**src/rtl/i2c_bus_acq_pkg.sv**
```systemverilog
// i2c_bus_acq_pkg: state and error encodings shared by the bus-acquire controller
package i2c_bus_acq_pkg;
  typedef enum logic [2:0] {IDLE, WAIT_BUS, BUF_WAIT, OWNED, RELEASING} state_e;
  typedef enum logic [1:0] {ERR_NONE, ERR_TIMEOUT, ERR_ARB_LOST, ERR_BUS_ERR} err_e;
endpackage

```
**src/rtl/i2c_bus_acquire_ctrl_if.sv**
```systemverilog
// i2c_bus_acquire_ctrl_if: transfer-engine / line-monitor signals of the bus-acquire controller
interface i2c_bus_acquire_ctrl_if #(parameter int CNT_W = 16);
  logic core_en, acq_req, rel_req, bus_busy, start_detected, stop_detected, arb_lost;
  logic [CNT_W-1:0] tbuf_cycles, timeout_cycles;
  logic detector_en, acq_grant, bus_owned, rel_done, acq_fail;
  logic [1:0] err_code;
  modport master(
    output core_en, acq_req, rel_req, bus_busy, start_detected, stop_detected, arb_lost,
           tbuf_cycles, timeout_cycles,
    input  detector_en, acq_grant, bus_owned, rel_done, acq_fail, err_code
  );
  modport slave(
    input  core_en, acq_req, rel_req, bus_busy, start_detected, stop_detected, arb_lost,
           tbuf_cycles, timeout_cycles,
    output detector_en, acq_grant, bus_owned, rel_done, acq_fail, err_code
  );
endinterface

```
**src/rtl/bus_acq_timer.sv**
```systemverilog
// bus_acq_timer: saturating cycle counter with sync clear and equality compare
module bus_acq_timer #(parameter int CNT_W = 16) (
  input  logic             clk,
  input  logic             reset,
  input  logic             clr,
  input  logic             inc,
  input  logic [CNT_W-1:0] cmp,
  output logic             eq
);
  logic [CNT_W-1:0] cnt, cnt_d;
  assign cnt_d = clr ? '0 : (inc && !(&cnt)) ? cnt + 1'b1 : cnt;
  assign eq = cnt == cmp;
  dff #(.W(CNT_W)) u_cnt (.clk(clk), .reset(reset), .d(cnt_d), .q(cnt));
endmodule

```
**src/rtl/dff.sv**
```systemverilog
// dff: W-bit register with synchronous active-high clear
module dff #(parameter int W = 1) (
  input  logic         clk,
  input  logic         reset,
  input  logic [W-1:0] d,
  output logic [W-1:0] q
);
  always_ff @(posedge clk) q <= reset ? '0 : d;
endmodule

```
**src/rtl/i2c_bus_acquire_ctrl.sv**
```systemverilog
// i2c_bus_acquire_ctrl: grants the I2C bus after a tBUF free window, tracks release and errors
module i2c_bus_acquire_ctrl
  import i2c_bus_acq_pkg::*;
#(parameter int CNT_W = 16) (
  input logic clk,
  input logic reset,
  i2c_bus_acquire_ctrl_if.slave bus
);
  localparam logic [2:0] S_IDLE = IDLE;
  localparam logic [2:0] S_WAIT = WAIT_BUS;
  localparam logic [2:0] S_BUF  = BUF_WAIT;
  localparam logic [2:0] S_OWN  = OWNED;
  localparam logic [2:0] S_REL  = RELEASING;
  logic [2:0] st, nxt;
  logic [1:0] err_n;
  logic clr, inc, eq, tmo, done_n, fail_n;
  logic [CNT_W-1:0] cmp;
  // one counter serves both the tBUF window and the busy/release timeout
  assign cmp = st == S_BUF ? bus.tbuf_cycles : bus.timeout_cycles;
  assign tmo = eq && bus.timeout_cycles != '0;
  bus_acq_timer #(.CNT_W(CNT_W)) u_timer (
    .clk(clk), .reset(reset), .clr(clr), .inc(inc), .cmp(cmp), .eq(eq)
  );
  always_comb begin
    nxt = st;
    err_n = bus.err_code;
    clr = 1'b0;
    inc = 1'b0;
    done_n = 1'b0;
    fail_n = 1'b0;
    if (!bus.core_en) nxt = S_IDLE;
    else
      case (st)
        S_IDLE: if (bus.acq_req) begin nxt = S_WAIT; clr = 1'b1; err_n = ERR_NONE; end
        S_WAIT:
          if (!bus.bus_busy) begin nxt = S_BUF; clr = 1'b1; end
          else if (tmo) begin nxt = S_IDLE; fail_n = 1'b1; err_n = ERR_TIMEOUT; end
          else inc = 1'b1;
        S_BUF:
          if (bus.bus_busy || bus.start_detected) begin nxt = S_WAIT; clr = 1'b1; end
          else if (eq) nxt = S_OWN;
          else inc = 1'b1;
        S_OWN:
          if (bus.arb_lost) begin nxt = S_IDLE; fail_n = 1'b1; err_n = ERR_ARB_LOST; end
          else if (bus.stop_detected) begin nxt = S_IDLE; fail_n = 1'b1; err_n = ERR_BUS_ERR; end
          else if (bus.rel_req) begin nxt = S_REL; clr = 1'b1; end
        S_REL:
          if (bus.stop_detected) begin nxt = S_IDLE; done_n = 1'b1; end
          else if (tmo) begin nxt = S_IDLE; fail_n = 1'b1; err_n = ERR_TIMEOUT; end
          else inc = 1'b1;
        default: nxt = S_IDLE;
      endcase
  end
  always_ff @(posedge clk)
    if (reset) begin
      st <= S_IDLE;
      bus.detector_en <= 1'b0;
      bus.acq_grant <= 1'b0;
      bus.bus_owned <= 1'b0;
      bus.rel_done <= 1'b0;
      bus.acq_fail <= 1'b0;
      bus.err_code <= ERR_NONE;
    end else begin
      st <= nxt;
      bus.detector_en <= bus.core_en;
      bus.acq_grant <= st == S_BUF && nxt == S_OWN;
      bus.bus_owned <= nxt == S_OWN || nxt == S_REL;
      bus.rel_done <= done_n;
      bus.acq_fail <= fail_n;
      bus.err_code <= err_n;
    end
endmodule

```
**src/flat_wrapper.sv**
```systemverilog
// flat-port wrapper written by rule: the top's interface ports become plain ports
module i2c_bus_acquire_ctrl_flat import i2c_bus_acq_pkg::*;
#(parameter int CNT_W = 16)
  (clk, reset, bus_core_en, bus_acq_req, bus_rel_req, bus_bus_busy, bus_start_detected, bus_stop_detected, bus_arb_lost, bus_tbuf_cycles, bus_timeout_cycles, bus_detector_en, bus_acq_grant, bus_bus_owned, bus_rel_done, bus_acq_fail, bus_err_code);
  i2c_bus_acquire_ctrl_if #(.CNT_W(CNT_W)) bus_i ();
  input logic clk;
  input logic reset;
  input wire logic [$bits(bus_i.core_en)-1:0] bus_core_en;
  input wire logic [$bits(bus_i.acq_req)-1:0] bus_acq_req;
  input wire logic [$bits(bus_i.rel_req)-1:0] bus_rel_req;
  input wire logic [$bits(bus_i.bus_busy)-1:0] bus_bus_busy;
  input wire logic [$bits(bus_i.start_detected)-1:0] bus_start_detected;
  input wire logic [$bits(bus_i.stop_detected)-1:0] bus_stop_detected;
  input wire logic [$bits(bus_i.arb_lost)-1:0] bus_arb_lost;
  input wire logic [$bits(bus_i.tbuf_cycles)-1:0] bus_tbuf_cycles;
  input wire logic [$bits(bus_i.timeout_cycles)-1:0] bus_timeout_cycles;
  output wire logic [$bits(bus_i.detector_en)-1:0] bus_detector_en;
  output wire logic [$bits(bus_i.acq_grant)-1:0] bus_acq_grant;
  output wire logic [$bits(bus_i.bus_owned)-1:0] bus_bus_owned;
  output wire logic [$bits(bus_i.rel_done)-1:0] bus_rel_done;
  output wire logic [$bits(bus_i.acq_fail)-1:0] bus_acq_fail;
  output wire logic [$bits(bus_i.err_code)-1:0] bus_err_code;
  assign bus_i.core_en = bus_core_en;
  assign bus_i.acq_req = bus_acq_req;
  assign bus_i.rel_req = bus_rel_req;
  assign bus_i.bus_busy = bus_bus_busy;
  assign bus_i.start_detected = bus_start_detected;
  assign bus_i.stop_detected = bus_stop_detected;
  assign bus_i.arb_lost = bus_arb_lost;
  assign bus_i.tbuf_cycles = bus_tbuf_cycles;
  assign bus_i.timeout_cycles = bus_timeout_cycles;
  assign bus_detector_en = bus_i.detector_en;
  assign bus_acq_grant = bus_i.acq_grant;
  assign bus_bus_owned = bus_i.bus_owned;
  assign bus_rel_done = bus_i.rel_done;
  assign bus_acq_fail = bus_i.acq_fail;
  assign bus_err_code = bus_i.err_code;
  i2c_bus_acquire_ctrl #(.CNT_W(CNT_W)) u_core (.clk(clk), .reset(reset), .bus(bus_i));
endmodule
```
**config.mk**
```make
export PLATFORM = sky130hd
export DESIGN_NAME = i2c_bus_acquire_ctrl_flat
export DESIGN_NICKNAME = d
export VERILOG_FILES = /design/src/rtl/i2c_bus_acq_pkg.sv /design/src/rtl/i2c_bus_acquire_ctrl_if.sv /design/src/rtl/bus_acq_timer.sv /design/src/rtl/dff.sv /design/src/rtl/i2c_bus_acquire_ctrl.sv /design/src/flat_wrapper.sv
export SDC_FILE = /design/constraint.sdc
export NUM_CORES = 1
export LEC_CHECK = 0
export BUFFER_PORTS_ARGS = -buffer_cell sky130_fd_sc_hd__buf_2
export CAP_MARGIN = 10
export CELL_PAD_IN_SITES_DETAIL_PLACEMENT = 0
export CELL_PAD_IN_SITES_GLOBAL_PLACEMENT = 2
export CORE_ASPECT_RATIO = 1.4
export CORE_MARGIN = 2
export CORE_UTILIZATION = 27
export CTS_CLUSTER_DIAMETER = 30
export DETAILED_ROUTE_END_ITERATION = 16
export PLACE_DENSITY_LB_ADDON = 0.1
export SYNTH_ARGS = -nofsm -noshare
export SYNTH_HDL_FRONTEND = slang
export SYNTH_SLANG_ARGS = --single-unit
```
**constraint.sdc**
```tcl
create_clock -name clk -period 2.5 [get_ports clk]
set_input_delay 0.5 -clock clk [delete_from_list [all_inputs] [get_ports clk]]
set_output_delay 0.5 -clock clk [all_outputs]
set_load 0.1 [all_outputs]
```
==> run metrics <==
top-area cell type share of the netlist area 26.6%; Finished Layout Cells 449; hold_ws 0.443 ns; Placeable Area 0.00698 sq mm; DP Worst Slack -0.294 ns; share of cells above drive strength 1 38.4%; 1st-iter DRT viols 68; nets 397; distinct cell type count after synthesis 53; drt drc 0; gp weighted congestion 0.845; Commonest cells post-synth dfxtp_1 (26), nand2_1 (20), a21oi_1 (19), inv_1 (19); root buf cell clkbuf_8; sequential-to-total area share from yosys stat 26.6%; failing checks negative setup slack; Slew HR 67.9%; hold buffers post-CTS 0; Critical Path End Type flop; total CTS buffers 3; pin count of the biggest net entering global routing 16; ANT cells 0; syn_nets 299; drt pass-1 iters 4; Mapped Avg Cell Area 7.61 sq um; design area 0.00292 sq mm; clock transition at the registers of the reported paths 0.11 ns; H-tree depth 1; Max VDD drop 0.000201 V; fmax 370 MHz; first-pass GRT wire length 12000 microns; Post-Syn Area 0.00196 sq mm; Ports 48; largest fanout on the critical path 8; most numerous cell in the Yosys netlist dfxtp_1; die area 0.00795 sq mm; instance area at placement 0.00268 sq mm; Slew Viols, Final 0; number of clock sinks 26; biggest area consumer among synthesized cells dfxtp_1; Hold WC Path Type input port to flop; Core Util, Final 41.8%; # fillers 775; CTS tree yes; Syn-to-layout area delta 49.1%; setup TNS -2.50 ns; synthesis warning total 0; setup ws final -0.200 ns; row count 36; CP Class flop to flop; Final ANT Viol Nets 0; total grt overflow 0; Layout Skew 0.00591 ns; number of global-route vias before repair 2389; Most used DFF post-synth dfxtp_1; P per Cell Area 335 mW/mm^2; Final Critical Period 2.70 ns; RSZ-0062 raised after global routing true; Die H 105 microns; Port Buf Inserts 47; # Max-Cap Violations 0; DP HPWL 6170 microns; Critical Path RT 2.67 ns; DR vias/cell 5.05; Initial Util 28.0%; Hold Fails Final Rpt 0; Vias 2268; WL/cell 16.8 microns; asr flop ratio synth 0%; worst-margin pin slew 0.486 ns; synth top area cells dfxtp_1 (27%), a21oi_1 (4.9%), mux2i_1 (4.1%); cell count after synthesis 257; Worst setup SP type flop; status finished, violations left; Synth Register Bits 26; Inst Count DP 439; Lkg Pwr 1.16 nW; Post-synth EDFFs 0; clk buf depth 2; Total Power 978 uW; Worst-Skew Late Latency 0.28 ns; CP arrival 2.87 ns; final wirelength 7530 microns; Setup-failing EPs final 20; Die Wd 75.9 microns; antenna violations before repair 0; fin crit share 108%; GR Util All Layers 19.1%
==> routing by layer <==
layer  track usage, %  part of all wire [%]
met5                0                     0
met1             19.3                    40
met2             39.2                    55
met3             2.25                   2.5
met4             7.01                   2.6
==> placed cells by master (no fill, tap or decap), types with 3 or more instances in the layout <==
cell / count
a21oi_1: 17
or4_1: 5
xor2_1: 3
xnor2_1: 6
inv_1: 19
nand2b_1: 11
o22ai_1: 4
o211ai_1: 3
clkbuf_8: 3
o21ai_1: 10
nand4_1: 3
and3_1: 3
buf_6: 6
o31ai_1: 4
nor3_1: 6
nand2_1: 19
nor2_1: 13
buf_2: 47
buf_4: 49
nor4_1: 6
mux2i_1: 5
or3_1: 9
dfxtp_1: 25
o21a_1: 3
nand3_1: 13
nor2b_1: 7
o21ai_0: 6
==> where the power goes <==
part	switching [mW]	total (mW)	internal [mW]
logic	0.106	0.191	0.0848
registers	0.00187	0.419	0.417
clock network	0.153	0.368	0.215
total	0.261	0.978	0.717
==> cell type report <==
class,count,area [sq um],area share (%)
multi-input combinational,201,1420,48.8
timing repair buffer,104,711,24.4
sequential,26,522,17.9
tap,95,119,4.08
clock inverter,1,30.0,1.03
inverter,19,71.3,2.45
clock buffer,3,41.3,1.42
==> logic make-up after synthesis <==
kind of cell / count (synthesis) / share of synthesized area [%]
xor+xnor: 11 / 4.93
compound gates: 72 / 25.4
fa+ha+maj: 1 / 0.640
buf+inv: 30 / 7.23
mux: 9 / 4.67
flops: 26 / 26.6
simple gates: 108 / 30.5
==> final timing paths <==
path                          startpoint                        end  slack [ns]  cells past startpoint
hold / removal                     reset     u_core.bus.err_code[1]        0.44                      2
hold reg to reg   u_core.bus.err_code[0]     u_core.bus.err_code[0]        0.49                      2
setup reg to reg            u_core.st[1]  u_core.u_timer.u_cnt.q[5]       -0.20                     10
setup / recovery            u_core.st[1]  u_core.u_timer.u_cnt.q[5]       -0.20                     10
==> worst max-delay path, cell delays in order, from the launching register on <==
cell	delay (ns)
dfxtp_1	0.40
or3b_4	0.45
mux2i_1	0.15
or4_4	0.43
a211oi_4	0.37
a31oi_4	0.15
o21ai_4	0.23
buf_12	0.15
buf_12	0.10
or3_1	0.09
a21oi_1	0.05
==> registers in the layout, summed over array words and instances (netlist names) <==
signal	count
u_core.st	3
u_core.bus.acq_fail	1
u_core.u_timer.u_cnt.q	16
u_core.bus.rel_done	1
u_core.bus.detector_en	1
u_core.bus.err_code	2
u_core.bus.bus_owned	1
u_core.bus.acq_grant	1
==> what timing repair did <==
item,4_1_cts,5_1_grt
gates resized for setup,19,11
setup endpoints to repair,23,23
setup buffers,3,3
pin swaps,11,8
Note: power is estimated with default switching activity, not from simulation.
